## src/rtl/alu_pkg.sv

```systemverilog
// Shared opcode, funct3 and state encodings for the execute unit.
// Imported by alu_mdu and muldiv_unit.
package alu_pkg;

  typedef enum logic [6:0] {
    R_TYPE = 7'b0110011,
    I_TYPE = 7'b0010011,
    LOAD   = 7'b0000011,
    S_TYPE = 7'b0100011,
    B_TYPE = 7'b1100011,
    JAL    = 7'b1101111,
    JALR   = 7'b1100111,
    LUI    = 7'b0110111,
    AUIPC  = 7'b0010111
  } instruction_type;

  localparam logic [2:0] F3_ADD  = 3'd0;
  localparam logic [2:0] F3_SLL  = 3'd1;
  localparam logic [2:0] F3_SLT  = 3'd2;
  localparam logic [2:0] F3_SLTU = 3'd3;
  localparam logic [2:0] F3_XOR  = 3'd4;
  localparam logic [2:0] F3_SR   = 3'd5;
  localparam logic [2:0] F3_OR   = 3'd6;
  localparam logic [2:0] F3_AND  = 3'd7;

  localparam logic [2:0] F3_BEQ  = 3'd0;
  localparam logic [2:0] F3_BNE  = 3'd1;
  localparam logic [2:0] F3_BLT  = 3'd4;
  localparam logic [2:0] F3_BGE  = 3'd5;
  localparam logic [2:0] F3_BLTU = 3'd6;
  localparam logic [2:0] F3_BGEU = 3'd7;

  localparam logic [2:0] F3_MUL    = 3'd0;
  localparam logic [2:0] F3_MULH   = 3'd1;
  localparam logic [2:0] F3_MULHSU = 3'd2;
  localparam logic [2:0] F3_MULHU  = 3'd3;
  localparam logic [2:0] F3_DIV    = 3'd4;
  localparam logic [2:0] F3_DIVU   = 3'd5;
  localparam logic [2:0] F3_REM    = 3'd6;
  localparam logic [2:0] F3_REMU   = 3'd7;

  localparam logic [6:0] M_FUNCT7 = 7'h01;

  typedef enum logic [1:0] {
    IDLE,
    MUL,
    DIV,
    DONE
  } state_t;

endpackage

```

## src/rtl/muldiv_unit.sv

```systemverilog
// Iterative shift-add multiplier and restoring divider on magnitudes.
// One step per cycle; done pulses one cycle after the last step.
module muldiv_unit
  import alu_pkg::*;
#(
  parameter int XLEN = 32
) (
  input  logic            clk,
  input  logic            reset,
  input  logic            start,
  input  logic [2:0]      funct3,
  input  logic [XLEN-1:0] operand_a,
  input  logic [XLEN-1:0] operand_b,
  output logic            busy,
  output logic            done,
  output logic [XLEN-1:0] result
);

  localparam int CNT_W = $clog2(XLEN) + 1;
  localparam logic [CNT_W-1:0] LAST = CNT_W'(XLEN - 1);

  logic [2*XLEN-1:0] acc;
  logic [XLEN-1:0]   opnd;
  logic [CNT_W-1:0]  cnt;
  logic              run;
  logic              done_q;
  logic              is_div;
  logic              take_hi;
  logic              neg_lo;
  logic              neg_hi;

  logic              signed_a;
  logic              signed_b;
  logic              sa;
  logic              sb;
  logic [XLEN-1:0]   mag_a;
  logic [XLEN-1:0]   mag_b;

  assign signed_a = !(funct3 == F3_MULHU || funct3 == F3_DIVU ||
                      funct3 == F3_REMU);
  assign signed_b = signed_a && (funct3 != F3_MULHSU);
  assign sa = signed_a && operand_a[XLEN-1];
  assign sb = signed_b && operand_b[XLEN-1];
  assign mag_a = sa ? -operand_a : operand_a;
  assign mag_b = sb ? -operand_b : operand_b;

  logic [XLEN:0]     mul_sum;
  logic [2*XLEN-1:0] mul_next;
  logic [XLEN:0]     trial;
  logic [2*XLEN-1:0] div_next;

  assign mul_sum = {1'b0, acc[2*XLEN-1:XLEN]} +
                   (acc[0] ? {1'b0, opnd} : '0);
  assign mul_next = {mul_sum, acc[XLEN-1:1]};

  // Shifted partial remainder needs XLEN+1 bits before the trial subtract.
  assign trial = acc[2*XLEN-1:XLEN-1] - {1'b0, opnd};
  assign div_next = trial[XLEN]
                  ? {acc[2*XLEN-2:0], 1'b0}
                  : {trial[XLEN-1:0], acc[XLEN-2:0], 1'b1};

  always_ff @(posedge clk or posedge reset) begin
    if (reset) begin
      acc     <= '0;
      opnd    <= '0;
      cnt     <= '0;
      run     <= 1'b0;
      done_q  <= 1'b0;
      is_div  <= 1'b0;
      take_hi <= 1'b0;
      neg_lo  <= 1'b0;
      neg_hi  <= 1'b0;
    end else begin
      done_q <= 1'b0;
      if (start) begin
        acc     <= {{XLEN{1'b0}}, funct3[2] ? mag_a : mag_b};
        opnd    <= funct3[2] ? mag_b : mag_a;
        cnt     <= '0;
        run     <= 1'b1;
        is_div  <= funct3[2];
        take_hi <= funct3[2] ? funct3[1] : (funct3 != F3_MUL);
        neg_lo  <= sa ^ sb;
        neg_hi  <= funct3[2] ? sa : (sa ^ sb);
      end else if (run) begin
        acc <= is_div ? div_next : mul_next;
        if (cnt == LAST) begin
          run    <= 1'b0;
          done_q <= 1'b1;
        end else begin
          cnt <= cnt + 1'b1;
        end
      end
    end
  end

  logic [2*XLEN-1:0] prod;
  logic [XLEN-1:0]   quo;
  logic [XLEN-1:0]   rem;

  assign prod = neg_lo ? -acc : acc;
  assign quo  = neg_lo ? -acc[XLEN-1:0] : acc[XLEN-1:0];
  assign rem  = neg_hi ? -acc[2*XLEN-1:XLEN] : acc[2*XLEN-1:XLEN];

  always_comb begin
    result = '0;
    if (is_div) result = take_hi ? rem : quo;
    else result = take_hi ? prod[2*XLEN-1:XLEN] : prod[XLEN-1:0];
  end

  assign busy = run;
  assign done = done_q;

endmodule

```

## src/rtl/alu_mdu.sv

```systemverilog
// Execute unit: single-cycle RV32I ALU/branch/address ops plus
// iterative RV32M multiply/divide behind valid/ready handshakes.
module alu_mdu
  import alu_pkg::*;
#(
  parameter int XLEN = 32
) (
  input  logic            clk,
  input  logic            reset,
  input  logic            in_valid,
  output logic            in_ready,
  input  logic [6:0]      op_code,
  input  logic [2:0]      funct3,
  input  logic [6:0]      funct7,
  input  logic [XLEN-1:0] operand_a,
  input  logic [XLEN-1:0] operand_b,
  output logic            out_valid,
  input  logic            out_ready,
  output logic [XLEN-1:0] result,
  output logic            busy
);

  localparam int SHAMT_W = $clog2(XLEN);
  localparam logic [XLEN-1:0] MIN = {1'b1, {(XLEN-1){1'b0}}};

  state_t state;
  state_t state_nx;

  logic              accept;
  logic              is_m;
  logic              special;
  logic              start;
  logic [XLEN-1:0]   base_res;
  logic [XLEN-1:0]   spec_res;
  logic [XLEN-1:0]   result_q;
  logic              mdu_busy;
  logic              mdu_done;
  logic [XLEN-1:0]   mdu_res;

  logic              div0;
  logic              ovf;

  assign in_ready = (state == IDLE) || (state == DONE && out_ready);
  assign accept   = in_valid && in_ready;
  assign is_m     = (op_code == R_TYPE) && (funct7 == M_FUNCT7);
  assign div0     = (operand_b == '0);
  assign ovf      = !funct3[0] && (operand_a == MIN) && (&operand_b);
  assign special  = is_m && funct3[2] && (div0 || ovf);
  assign start    = accept && is_m && !special;

  always_comb begin
    spec_res = '0;
    if (div0) spec_res = funct3[1] ? operand_a : '1;
    else if (ovf) spec_res = funct3[1] ? '0 : MIN;
  end

  logic [SHAMT_W-1:0] shamt;
  logic [XLEN-1:0]    add_r;
  logic [XLEN-1:0]    sub_r;
  logic [XLEN-1:0]    srl_r;
  logic [XLEN-1:0]    sra_r;
  logic               lt;
  logic               ltu;

  assign shamt = operand_b[SHAMT_W-1:0];
  assign add_r = operand_a + operand_b;
  assign sub_r = operand_a - operand_b;
  assign srl_r = operand_a >> shamt;
  assign sra_r = $signed(operand_a) >>> shamt;
  assign lt    = $signed(operand_a) < $signed(operand_b);
  assign ltu   = operand_a < operand_b;

  always_comb begin
    base_res = '0;
    unique case (op_code)
      R_TYPE, I_TYPE: begin
        unique case (funct3)
          F3_ADD:  base_res = (op_code == R_TYPE && funct7[5])
                            ? sub_r : add_r;
          F3_SLL:  base_res = operand_a << shamt;
          F3_SLT:  base_res = {{(XLEN-1){1'b0}}, lt};
          F3_SLTU: base_res = {{(XLEN-1){1'b0}}, ltu};
          F3_XOR:  base_res = operand_a ^ operand_b;
          F3_SR: begin
            if (op_code == R_TYPE) base_res = funct7[5] ? sra_r : srl_r;
            else base_res = operand_b[10] ? sra_r : srl_r;
          end
          F3_OR:   base_res = operand_a | operand_b;
          F3_AND:  base_res = operand_a & operand_b;
          default: base_res = '0;
        endcase
      end
      B_TYPE: begin
        unique case (funct3)
          F3_BEQ:  base_res = {XLEN{operand_a == operand_b}};
          F3_BNE:  base_res = {XLEN{operand_a != operand_b}};
          F3_BLT:  base_res = {XLEN{lt}};
          F3_BGE:  base_res = {XLEN{!lt}};
          F3_BLTU: base_res = {XLEN{ltu}};
          F3_BGEU: base_res = {XLEN{!ltu}};
          default: base_res = '0;
        endcase
      end
      LOAD, S_TYPE, JAL, AUIPC: base_res = add_r;
      JALR:    base_res = {add_r[XLEN-1:1], 1'b0};
      LUI:     base_res = operand_b;
      default: base_res = '0;
    endcase
  end

  always_comb begin
    state_nx = state;
    unique case (state)
      IDLE, DONE: begin
        if (accept) begin
          if (!is_m || special) state_nx = DONE;
          else state_nx = funct3[2] ? DIV : MUL;
        end else if (state == DONE && out_ready) begin
          state_nx = IDLE;
        end
      end
      MUL, DIV: if (mdu_done) state_nx = DONE;
      default:  state_nx = IDLE;
    endcase
  end

  always_ff @(posedge clk or posedge reset) begin
    if (reset) begin
      state    <= IDLE;
      result_q <= '0;
    end else begin
      state <= state_nx;
      if (accept && !start) result_q <= is_m ? spec_res : base_res;
      else if (mdu_done) result_q <= mdu_res;
    end
  end

  muldiv_unit #(.XLEN(XLEN)) u_muldiv (
    .clk       (clk),
    .reset     (reset),
    .start     (start),
    .funct3    (funct3),
    .operand_a (operand_a),
    .operand_b (operand_b),
    .busy      (mdu_busy),
    .done      (mdu_done),
    .result    (mdu_res)
  );

  assign out_valid = (state == DONE);
  assign result    = result_q;
  assign busy      = mdu_busy;

endmodule

```

## config.mk

```make
export PLATFORM = sky130hd
export DESIGN_NAME = alu_mdu
export DESIGN_NICKNAME = d
export VERILOG_FILES = /design/src/rtl/alu_pkg.sv /design/src/rtl/muldiv_unit.sv /design/src/rtl/alu_mdu.sv
export SDC_FILE = /design/constraint.sdc
export NUM_CORES = 1
export LEC_CHECK = 0
export CAP_MARGIN = 20
export CORE_MARGIN = 10
export CORE_UTILIZATION = 55
export CTS_BUF_LIST = sky130_fd_sc_hd__clkbuf_8
export CTS_CLUSTER_DIAMETER = 120
export DETAILED_ROUTE_END_ITERATION = 6
export MAX_ROUTING_LAYER = met4
export PLACE_DENSITY = 0.82
export SYNTH_ARGS = -nofsm -noshare
export SYNTH_HDL_FRONTEND = slang
export SYNTH_SLANG_ARGS = --single-unit
```

## constraint.sdc

```tcl
create_clock -name clk -period 13.6 [get_ports clk]
set_input_delay 2.04 -clock clk [delete_from_list [all_inputs] [get_ports clk]]
set_output_delay 2.04 -clock clk [all_outputs]
set_load 0.02 [all_outputs]
```

==> impl_metrics.env <==
export IMPL_status="completed"
export IMPL_antenna_found_initial=4
export IMPL_place_ws_ps=6620
export IMPL_met2WireLength_um=51800
export IMPL_seq_power_share=0.234
export IMPL_synthCells=3412
export IMPL_finalMaxSlewViolations=0
export IMPL_ctsResizeCount=0
export IMPL_final_cell_mix="a21oi_1, nor2_1, o21ai_0, nand2_1, xnor2_1"
export IMPL_crit_slowest_cell="clkdlybuf4s50_1"
export IMPL_nets=3631
export IMPL_wire_per_inst_um=30.9
export IMPL_avgSynthCellArea_um2=7.19
export IMPL_finalHoldViolations=0
export IMPL_setup_viol=0
export IMPL_die_area_um2=53500
export IMPL_async_flop_share=1.00
export IMPL_drc_errors=0
export IMPL_p_clk_frac=0.098
export IMPL_clk_pin_slew_ps=90
export IMPL_worstPathArrival_ps=7100
export IMPL_drtIter0Drc=4922
export IMPL_cts_root_buf="clkbuf_8"
export IMPL_clk_latency_ps=510
export IMPL_multiInputGateArea_um2=19400
export IMPL_required_ps=14030
export IMPL_grt_setup_unrepaired="no"
export IMPL_hold_class="reg -> reg"
export IMPL_hold_ws_ps=507
export IMPL_die_height_um=231
export IMPL_critPathLaunchType="input pin"
export IMPL_cpMostUsedCell="nor3_2"
export IMPL_cts_buffers_inserted=17
export IMPL_syn_cell_area_um2=24500
export IMPL_p_leak_uw=0.0106
export IMPL_grt_pass1_wl_um=178000
export IMPL_instances_no_fill=3981
export IMPL_ctsHoldBuffers=0
export IMPL_power_switching_share=0.534
export IMPL_max_clock_path_buffers=2
export IMPL_grt_start_max_net_pins=75
export IMPL_critical_path_max_stage_delay_ps=1030
export IMPL_mostFrequentLayoutCell="a21oi_1"
export IMPL_ys_seq_area_frac=0.145
export IMPL_fmax_mhz=150
export IMPL_vias=29300
export IMPL_wirelength_met1_um=44700
export IMPL_die_w_um=231
export IMPL_tritoncts="built"
export IMPL_fillers=4142
export IMPL_synthToLayoutAreaGrowth_pct=8.12
export IMPL_dr_wl_met3_um=16600
export IMPL_syn_num_nets=3670
export IMPL_synth_flop_cell="dfrtp_1"
export IMPL_path_class="in -> reg"
export IMPL_synth_cell_type_count=91
export IMPL_cp_end_kind="register"
export IMPL_fin_skew_ps=22.9
export IMPL_firstDrtPassIters=7
export IMPL_vdd_drop_max_mv=0.325
export IMPL_via_per_inst=7.36
export IMPL_yosys_warnings=0
export IMPL_power_density_nw_per_um2=144
export IMPL_p_sw_uw=2040
export IMPL_period_share=0.491
export IMPL_highest_signal_layer="met4"
export IMPL_regArea_um2=3560
export IMPL_wl_um=123000
export IMPL_overflow=0
export IMPL_worstMarginPinSlew_ps=1270
export IMPL_place_congestion=1.14
export IMPL_postRouteAntennaNets=0
export IMPL_setup_slack_ps=6920
export IMPL_start_util=0.556
export IMPL_grt_pass1_vias=27000
export IMPL_layout_min_cycle_time_ps=6680
export IMPL_synth_seq_cells=142
export IMPL_internal_power_uw=1780
export IMPL_worstPathCellList="clkdlybuf4s50_1, inv_1, ha_1, or4_1, or4_4, or3_4, nor3_2, mux2i_1, nor3_2, a2111oi_4, buf_4, nand2b_1, a2111oi_0, a21oi_1"
export IMPL_grt_total_usage=0.453
export IMPL_cts_sinks=142
export IMPL_io_buffers=119
export IMPL_numPlacedInstances=3945
export IMPL_rows=77
export IMPL_tns_ps=0
export IMPL_cts_htree_levels=4
export IMPL_p_comb_frac=0.668
export IMPL_slew_headroom=0.144
export IMPL_critPathMaxFanout=23
export IMPL_core_area_um2=44100
export IMPL_drive_gt1_frac=0.0747
export IMPL_io_pins=120
export IMPL_post_cts_buffers=0
export IMPL_maxCapViolCount=0
export IMPL_synth_edf_count=0
export IMPL_dpl_hpwl_um=94100
Yosys cell counts, drive strengths merged, types with 15 or more instances:
cell type,number,share of area
and3,18,0.0046
o221ai,25,0.0089
inv,164,0.025
o21ai,316,0.064
o21bai,19,0.0058
mux4,63,0.058
o21a,25,0.0076
a211oi,55,0.017
a221o,22,0.0090
mux2,19,0.0087
or4,24,0.0080
nand4,29,0.0074
dfrtp,142,0.14
xnor2,174,0.062
ha,169,0.086
o22ai,72,0.018
xor2,61,0.022
and2,15,0.0038
or3,32,0.0084
nor4,27,0.0074
a31oi,46,0.012
nor3,81,0.017
mux2i,87,0.035
nand3,65,0.013
a221oi,30,0.011
nor2,360,0.055
a2111oi,16,0.0065
o41ai,16,0.0057
clkbuf,205,0.031
nor2b,18,0.0046
a21o,57,0.017
nand2b,23,0.0059
o211ai,37,0.011
o31ai,39,0.012
nand2,292,0.045
buf,54,0.010
a21oi,358,0.073
critical path, delay by kind of cell:
kind | cells | cell delay [ps]
multiplexers | 1 | 230
AO/OA/AOI/OAI | 3 | 610
buffers and inverters | 3 | 1690
AND/OR/NAND/NOR | 6 | 2010
adder cells (fa/ha/maj) | 1 | 510
kinds of logic (layout without fill, tap and decap cells):
logic type	after synthesis	after routing	share of synthesized area
adder cells (fa/ha/maj)	173	173	0.0894
AND/OR/NAND/NOR	1022	1022	0.193
flip-flops	142	142	0.145
multiplexers	169	169	0.102
other	0	4	0
buffers and inverters	428	401	0.0675
AO/OA/AOI/OAI	1243	1243	0.320
XOR/XNOR	235	235	0.0839
layer usage:
metal | global-route usage | vias up
met3 | 0.135 | 552
met5 | - | -
met2 | 0.659 | 2432
met4 | 0.301 | 0
li1 | - | 12500
met1 | 0.536 | 13800
flip-flops by register name, indices dropped and copies added (netlist names), 2 cells and up:
signal and flops:
state 2, u_muldiv.cnt 6, u_muldiv.acc 64, u_muldiv.opnd 32
result 32
worst paths after layout:
check	slack (ps)	cells past startpoint	end	startpoint
max	6920	14	result[15]	operand_a[21]
min	510	1	u_muldiv.done	u_muldiv.cnt[5]
max in group asynchronous	10040	3	u_muldiv.acc[29]	reset
max reg2reg	8770	14	u_muldiv.acc[63]	u_muldiv.acc[31]
min reg2reg	510	1	u_muldiv.done	u_muldiv.cnt[5]
min in group asynchronous	2020	2	u_muldiv.opnd[3]	reset
through the flow:
stage               utilization  total power [µW]  instance area [µm²]
global route              0.601              4020                26500
detailed placement        0.592              3320                26100
global placement          0.592              3280                26100
CTS                       0.601              3710                26500
floorplan                     -              2520                24500
finish                    0.601              3820                26500
power groups by stage:
stage,registers (µW),logic [µW],clock network [µW]
2_1_floorplan,788,1730,0
3_3_place_gp,878,2410,0
3_5_place_dp,877,2450,0
4_1_cts,871,2470,371
5_1_grt,902,2730,389
6_report,895,2550,375
area by class of cell:
cell class | count | share of cell area
repair buffers | 201 | 0.0672
diodes | 4 | 0.000377
clock inverters | 14 | 0.00646
multi-input cells | 2842 | 0.731
clock buffers | 17 | 0.00882
flip-flops and latches | 142 | 0.134
well taps | 592 | 0.0279
inverters | 169 | 0.0241
Power figures use the tool's default switching activity.
